**config.mk**
```make
export PLATFORM = sky130hd
export DESIGN_NAME = occupancy_updater_flat
export DESIGN_NICKNAME = d
export VERILOG_FILES = /design/src/rtl/occupancy_updater_if.sv /design/src/rtl/occupancy_updater.sv /design/src/flat_wrapper.sv
export SDC_FILE = /design/constraint.sdc
export NUM_CORES = 1
export LEC_CHECK = 0
export CAP_MARGIN = 20
export CORE_ASPECT_RATIO = 0.8
export CORE_MARGIN = 2
export CORE_UTILIZATION = 58
export CTS_CLUSTER_DIAMETER = 200
export DETAILED_ROUTE_END_ITERATION = 8
export PLACE_DENSITY = 0.84
export SYNTH_ARGS = -nofsm -noshare
export SYNTH_HDL_FRONTEND = slang
export SYNTH_SLANG_ARGS = --single-unit
```
**constraint.sdc**
```tcl
create_clock -name clock -period 5.4 [get_ports clock]
set_input_delay 1.62 -clock clock [delete_from_list [all_inputs] [get_ports clock]]
set_output_delay 1.62 -clock clock [all_outputs]
set_load 0.02 [all_outputs]
```
**src/rtl/occupancy_updater_if.sv**
```systemverilog
// rtl/occupancy_updater_if.sv - cell-update request and map-RAM signal bundle for occupancy_updater
interface occupancy_updater_if;
  // Request side, driven by the Bresenham line unit
  logic        write_enable;
  logic        cell_is_free;
  logic [7:0]  cell_x;
  logic [7:0]  cell_y;
  logic        clear_start;

  // Single-port synchronous map RAM
  logic [15:0] mem_addr;
  logic        mem_we;
  logic [7:0]  mem_wdata;
  logic [7:0]  mem_rdata;

  // Status back to the line unit
  logic        occupancy_busy;
  logic        overflow;

  // Updater side
  modport slave (
    input  write_enable, cell_is_free, cell_x, cell_y, clear_start, mem_rdata,
    output mem_addr, mem_we, mem_wdata, occupancy_busy, overflow
  );

  // Line unit plus RAM side
  modport master (
    output write_enable, cell_is_free, cell_x, cell_y, clear_start, mem_rdata,
    input  mem_addr, mem_we, mem_wdata, occupancy_busy, overflow
  );
endinterface

```
**src/rtl/occupancy_updater.sv**
```systemverilog
// rtl/occupancy_updater.sv - FIFO-buffered saturating log-odds RMW on the 256x256 map RAM; full-map clear built only with OCCUPANCY_CLEAR_EN
module occupancy_updater #(
  parameter int FIFO_DEPTH = 4,
  parameter int LO_OCC     = 9,
  parameter int LO_FREE    = 4,
  parameter int LO_MAX     = 127
) (
  input  logic               clock,
  input  logic               reset,
  occupancy_updater_if.slave bus
);

  localparam int AW = (FIFO_DEPTH > 1) ? $clog2(FIFO_DEPTH) : 1;
  localparam logic [AW:0]       FULL_COUNT = (AW + 1)'(FIFO_DEPTH);
  localparam logic signed [8:0] SAT_HI     = 9'(LO_MAX);
  localparam logic signed [8:0] SAT_LO     = -SAT_HI;
  localparam logic signed [8:0] DELTA_OCC  = 9'(LO_OCC);
  localparam logic signed [8:0] DELTA_FREE = -(9'(LO_FREE));

`ifdef OCCUPANCY_CLEAR_EN
  typedef enum logic [1:0] {S_IDLE, S_READ, S_WRITE, S_CLEAR} state_e;
`else
  typedef enum logic [1:0] {S_IDLE, S_READ, S_WRITE} state_e;
`endif

  typedef struct packed {
    logic       free;
    logic [7:0] y;
    logic [7:0] x;
  } req_t;

  state_e            state_q;
  logic [15:0]       mem_addr_q;
  logic              mem_we_q;
  logic              hold_free_q;
  logic              overflow_q, overflow_d;

  req_t              fifo_mem_q [FIFO_DEPTH];
  logic [AW-1:0]     wr_ptr_q, wr_ptr_d;
  logic [AW-1:0]     rd_ptr_q, rd_ptr_d;
  logic [AW:0]       count_q, count_d;

  logic              fifo_empty, fifo_full;
  logic              pop, push_ok, drop, clear_go;
  req_t              head;

  logic signed [8:0] rdata_ext, sum, sat;
  logic              unused_sat_msb;

`ifdef OCCUPANCY_CLEAR_EN
  logic [15:0]       clear_cnt_q;
  assign clear_go = (state_q == S_IDLE) && bus.clear_start;
`else
  logic              unused_clear_start;
  assign clear_go           = 1'b0;
  assign unused_clear_start = bus.clear_start;
`endif

  assign fifo_empty = (count_q == '0);
  assign fifo_full  = (count_q == FULL_COUNT);
  assign head       = fifo_mem_q[rd_ptr_q];

  // READ is only ever entered with a non-empty FIFO, so it always pops
  assign pop     = (state_q == S_READ);
  // A full FIFO still takes a request when the head leaves on the same edge
  assign push_ok = bus.write_enable && (!fifo_full || pop);
  assign drop    = bus.write_enable && fifo_full && !pop;

  // FIFO pointer and occupancy next-state
  always_comb begin
    wr_ptr_d = wr_ptr_q;
    rd_ptr_d = rd_ptr_q;
    count_d  = count_q;
    if (push_ok) wr_ptr_d = wr_ptr_q + AW'(1);
    if (pop)     rd_ptr_d = rd_ptr_q + AW'(1);
    case ({push_ok, pop})
      2'b10:   count_d = count_q + (AW + 1)'(1);
      2'b01:   count_d = count_q - (AW + 1)'(1);
      default: count_d = count_q;
    endcase
  end

  // Sticky drop flag; a clear start wipes it, but a drop on that same edge is still recorded
  always_comb begin
    overflow_d = overflow_q;
    if (clear_go) overflow_d = 1'b0;
    if (drop)     overflow_d = 1'b1;
  end

  // FIFO storage; contents are only meaningful behind the pointers, so no reset
  always_ff @(posedge clock) begin
    if (push_ok) fifo_mem_q[wr_ptr_q] <= '{free: bus.cell_is_free, y: bus.cell_y, x: bus.cell_x};
  end

  // FIFO control and overflow registers
  always_ff @(posedge clock or posedge reset) begin
    if (reset) begin
      wr_ptr_q   <= '0;
      rd_ptr_q   <= '0;
      count_q    <= '0;
      overflow_q <= 1'b0;
    end else begin
      wr_ptr_q   <= wr_ptr_d;
      rd_ptr_q   <= rd_ptr_d;
      count_q    <= count_d;
      overflow_q <= overflow_d;
    end
  end

  // Saturating log-odds update of the cell read back during WRITE
  always_comb begin
    rdata_ext = {bus.mem_rdata[7], bus.mem_rdata};
    sum       = rdata_ext + (hold_free_q ? DELTA_FREE : DELTA_OCC);
    if (sum > SAT_HI)      sat = SAT_HI;
    else if (sum < SAT_LO) sat = SAT_LO;
    else                   sat = sum;
  end
  assign unused_sat_msb = sat[8];

  // Sequencer: address and write strobe are registered one state ahead so they
  // are stable for the whole state; write data must follow mem_rdata in WRITE
  always_ff @(posedge clock or posedge reset) begin
    if (reset) begin
      state_q     <= S_IDLE;
      mem_addr_q  <= '0;
      mem_we_q    <= 1'b0;
      hold_free_q <= 1'b0;
`ifdef OCCUPANCY_CLEAR_EN
      clear_cnt_q <= '0;
`endif
    end else begin
      case (state_q)
        S_IDLE: begin
          mem_we_q <= 1'b0;
`ifdef OCCUPANCY_CLEAR_EN
          if (bus.clear_start) begin
            state_q     <= S_CLEAR;
            clear_cnt_q <= '0;
            mem_addr_q  <= '0;
            mem_we_q    <= 1'b1;
          end else
`endif
          if (!fifo_empty) begin
            state_q    <= S_READ;
            mem_addr_q <= {head.y, head.x};
          end
        end
        S_READ: begin
          // Address stays on the bus; only the update direction needs holding
          hold_free_q <= head.free;
          mem_we_q    <= 1'b1;
          state_q     <= S_WRITE;
        end
        S_WRITE: begin
          mem_we_q <= 1'b0;
          if (!fifo_empty) begin
            state_q    <= S_READ;
            mem_addr_q <= {head.y, head.x};
          end else begin
            state_q    <= S_IDLE;
            mem_addr_q <= '0;
          end
        end
`ifdef OCCUPANCY_CLEAR_EN
        S_CLEAR: begin
          if (clear_cnt_q == 16'hFFFF) begin
            state_q     <= S_IDLE;
            mem_we_q    <= 1'b0;
            mem_addr_q  <= '0;
            clear_cnt_q <= '0;
          end else begin
            clear_cnt_q <= clear_cnt_q + 16'd1;
            mem_addr_q  <= clear_cnt_q + 16'd1;
          end
        end
`endif
        default: begin
          state_q  <= S_IDLE;
          mem_we_q <= 1'b0;
        end
      endcase
    end
  end

  assign bus.mem_addr       = mem_addr_q;
  assign bus.mem_we         = mem_we_q;
  assign bus.mem_wdata      = (state_q == S_WRITE) ? sat[7:0] : 8'h00;
  assign bus.occupancy_busy = (state_q != S_IDLE) || !fifo_empty;
  assign bus.overflow       = overflow_q;

endmodule

```
**src/flat_wrapper.sv**
```systemverilog
// flat-port wrapper written by rule: the top's interface ports become plain ports
module occupancy_updater_flat 
#(
  parameter int FIFO_DEPTH = 4,
  parameter int LO_OCC     = 9,
  parameter int LO_FREE    = 4,
  parameter int LO_MAX     = 127
)
  (clock, reset, bus_write_enable, bus_cell_is_free, bus_cell_x, bus_cell_y, bus_clear_start, bus_mem_rdata, bus_mem_addr, bus_mem_we, bus_mem_wdata, bus_occupancy_busy, bus_overflow);
  occupancy_updater_if bus_i ();
  input  logic clock;
  input  logic reset;
  input wire logic [$bits(bus_i.write_enable)-1:0] bus_write_enable;
  input wire logic [$bits(bus_i.cell_is_free)-1:0] bus_cell_is_free;
  input wire logic [$bits(bus_i.cell_x)-1:0] bus_cell_x;
  input wire logic [$bits(bus_i.cell_y)-1:0] bus_cell_y;
  input wire logic [$bits(bus_i.clear_start)-1:0] bus_clear_start;
  input wire logic [$bits(bus_i.mem_rdata)-1:0] bus_mem_rdata;
  output wire logic [$bits(bus_i.mem_addr)-1:0] bus_mem_addr;
  output wire logic [$bits(bus_i.mem_we)-1:0] bus_mem_we;
  output wire logic [$bits(bus_i.mem_wdata)-1:0] bus_mem_wdata;
  output wire logic [$bits(bus_i.occupancy_busy)-1:0] bus_occupancy_busy;
  output wire logic [$bits(bus_i.overflow)-1:0] bus_overflow;
  assign bus_i.write_enable = bus_write_enable;
  assign bus_i.cell_is_free = bus_cell_is_free;
  assign bus_i.cell_x = bus_cell_x;
  assign bus_i.cell_y = bus_cell_y;
  assign bus_i.clear_start = bus_clear_start;
  assign bus_i.mem_rdata = bus_mem_rdata;
  assign bus_mem_addr = bus_i.mem_addr;
  assign bus_mem_we = bus_i.mem_we;
  assign bus_mem_wdata = bus_i.mem_wdata;
  assign bus_occupancy_busy = bus_i.occupancy_busy;
  assign bus_overflow = bus_i.overflow;
  occupancy_updater #(.FIFO_DEPTH(FIFO_DEPTH), .LO_OCC(LO_OCC), .LO_FREE(LO_FREE), .LO_MAX(LO_MAX)) u_core (.clock(clock), .reset(reset), .bus(bus_i));
endmodule
```
==> reports/results.txt <==
Status: finished, final reports clean
Post-Syn Area: 0.00405 mm^2
Ant. Diodes: 0
Final setup viols: 0
Mux contribution to synthesized area: 10.1%
Synthesized-area fraction occupied by adder cells: 4.20%
Worst path slowest cell: clkdlybuf4s50_1
Clock-pin slew on the worst setup and hold paths: 0.09 ns
VDD IR-drop max: 261 uV
Synthesis-to-layout area growth: 27.3%
DRT iter0 DRCs: 118
Post-synth EDFFs: 68
Async SR Flop Fraction: 29.2%
Die W: 97.5 um
TritonCTS clock tree: done
CTS Sinks: 96
Max-cap viol count: 0
Synthesized netlist cell count: 264
Share of layout cells above drive strength 1: 23.1%
Clk root buf: clkbuf_8
DRC viols: 0
Largest net degree at the start of global routing: 34
Final hold violation count: 0
I/O Buffers: 54
Synth warn: 0
Core Rows: 27
Final nets: 388
Yosys cell types: 37
First-pass GRT wire length: 12.4 mm
Multi-input gate area: 0.00131 mm^2
GRT Util Overall: 21.2%
Pre-CTS setup slack: -0.512 ns
XOR/XNOR Fraction of Synth Area: 2.38%
Post-route ant nets: 0
Post-Synth Simple-Gate Area: 8.09%
Area share of the largest cell type after synthesis: 50.4%
Critical path cell sequence: clkdlybuf4s50_1 > ha_4 > a311o_1 > buf_4 > a21oi_2 > nor3b_4 > buf_4 > nor3b_1 > a211oi_2 > buf_4
Wire per inst: 18.0 um
Worst Skew: 0.0126 ns
Leak: 1.98 nW
Hold buffer count at CTS: 0
Largest cells by area after synthesis: edfxtp_1 (50%), dfrtp_1 (17%), mux4_2 (9.4%), ha_1 (3.7%), nand2_1 (3.7%)
Worst path max stage delay: 0.49 ns
Syn_area_per_cell: 15.4 um^2
Detailed Place HPWL: 5.08 mm
Crit path kind: primary input to output port
Buffers plus inverters on the worst setup path: 4
Post-synthesis sequential area ratio: 67.7%
Class of the worst hold path: register to register
Post-DP Area: 0.00481 mm^2
Number of global-route vias before repair: 2483
Nature of the critical path startpoint: primary input
Most used DFF post-synth: edfxtp_1
Slew Limit Fails: 0
Rel. slew slack: 33.1%
H-tree levels: 3
Total die area: 0.00768 mm^2
Mapped Nets: 306
Critical Path RT: 3.78 ns
Die H: 78.8 um
Starting Density: 59.4%
Clk_lat worst skew: 0.36 ns
Fin worst setup slack: 0.0502 ns
Clk buf depth: 2
Fmax: 187 MHz
Vias per inst: 5.66
Commonest cells in the netlist: edfxtp_1 (68), nand2_1 (40), dfrtp_1 (28)
Register Area: 0.00274 mm^2
Crit-path max FO: 4
Arrival @ worst endpoint: 3.73 ns
Largest family of logic cells by synthesized area: multiplexers
Family with the most delay on the worst path: buffers and inverters
Synth Area in Compound Gates: 5.68%
Setup crit end kind: output port
DR vias: 2480
Fillers: 408
Slew @ Worst Pin: 1.00 ns
RD Place Congestion: 0.821
Post-route minimum period: 5.35 ns
GRT Residual Overflow: 0
Seq cells post-synth: 96
Most used cell, CP: buf_4
PD cells: 592 mW/mm^2
Initial antenna violation count: 0
Period Utilization, post-route: 99.1%
Num CTS Buffers: 9
Yosys top cell by area: edfxtp_1
I/O pin cnt: 56
Top-count cell post-synth: edfxtp_1
Final Cell Area: 0.00516 mm^2
Post-Route WL: 7.90 mm
Core footprint: 0.00682 mm^2
DR pass1 iterations: 4
## stage by stage
step	total power [W]	hold WS (ns)	utilization [%]	TNS, ns	cells
after CTS	0.00300	0.506	74.5	-0.925	433
final	0.00305	0.495	75.6	0	438
after floorplan	0.00195	0.480	-	0	264
after global placement	0.00242	0.475	70.6	-2.97	416
after detailed placement	0.00247	0.488	70.6	-3.30	416
after global routing	0.00324	0.520	75.6	-0.0618	438
## final cells by class
cell class	count	area share, %
Clock buffer	10	2.47
Tap cell	87	2.11
Clock inverter	6	1.82
Timing Repair Buffer	80	14.3
Multi-Input combinational cell	149	25.4
Inverter	10	0.728
Sequential cell	96	53.2
## cell usage in the layout, fill, tap and decap left out, types with 2 or more instances in the layout
cell type         n
edfxtp_1         68
a21oi_1           3
clkbuf_8          9
mux4_2           17
dfrtp_1          28
clkinvlp_4        3
dlymetal6s2s_1    2
inv_1            10
nand2_1          40
a211oi_2          2
o21ai_0          20
buf_4            27
xnor2_1           7
nor2_1            6
buf_2             4
and3_1            6
o31ai_2           2
a31oi_1           2
ha_1              8
clkdlybuf4s50_1  44
ha_4              2
o31ai_1           3
a21oi_2           2
ha_2              2
xor2_1            4
nand2b_1          3
bufinv_16         2
## final timing paths
check / end / startpoint / depth (start not counted) / slack [ns]
max: bus_mem_wdata[0] / bus_mem_rdata[2] / 10 / 0.05
min: u_core.bus.overflow$_DFFE_PP0P_ / u_core.bus.overflow$_DFFE_PP0P_ / 1 / 0.49
max reg2reg: u_core.count_q[2]$_DFFE_PP0P_ / u_core.state_q[0]$_DFFE_PP0P_ / 10 / 3.10
min reg2reg: u_core.bus.overflow$_DFFE_PP0P_ / u_core.bus.overflow$_DFFE_PP0P_ / 1 / 0.49
max in group asynchronous: u_core.bus.mem_addr[5]$_DFFE_PP0P_ / reset / 3 / 3.28
min in group asynchronous: u_core.bus.mem_addr[15]$_DFFE_PP0P_ / reset / 2 / 1.62
## cell families after synthesis
| kind of cell | Yosys count |
|---|---|
| DFF | 96 |
| muxes | 19 |
| AOI/OAI and AO/OA | 38 |
| adders and majority gates | 13 |
| and+or+nand+nor | 68 |
| xor gates and xnor gates | 11 |
| buffers and inverters | 19 |
## layer usage
layer	GRT usage [%]	wire length, um	part of all wire [%]	vias to the layer above
met1	26.5	3350	42	1236
met2	36.3	4050	51	73
li1	-	-	-	1155
met3	5.19	387	4.9	16
met4	8.47	114	1.4	0
met5	0	0	0	-
## where the power goes
group	switching, W	internal [W]	leakage (nW)
registers	0.000133	0.00101	0.963
clock network	0.000241	0.000264	0.101
logic	0.000722	0.000680	0.918
total	0.00110	0.00196	1.98
## state kept, by name, indices dropped and copies added, names as in the netlist
register,count
u_core.state_q,2
u_core.bus.mem_we,1
u_core.bus.overflow,1
u_core.wr_ptr_q,2
u_core.count_q,3
u_core.bus.mem_addr,16
u_core.rd_ptr_q,2
u_core.fifo_mem_q,68
u_core.hold_free_q,1
## repair_timing
item / CTS / global route
endpoints found under the setup margin: 8 / 8
buffers inserted: 1 / 3
pin swaps: 2 / 9
resized for setup: 24 / 30
Power figures use the tool's default switching activity.
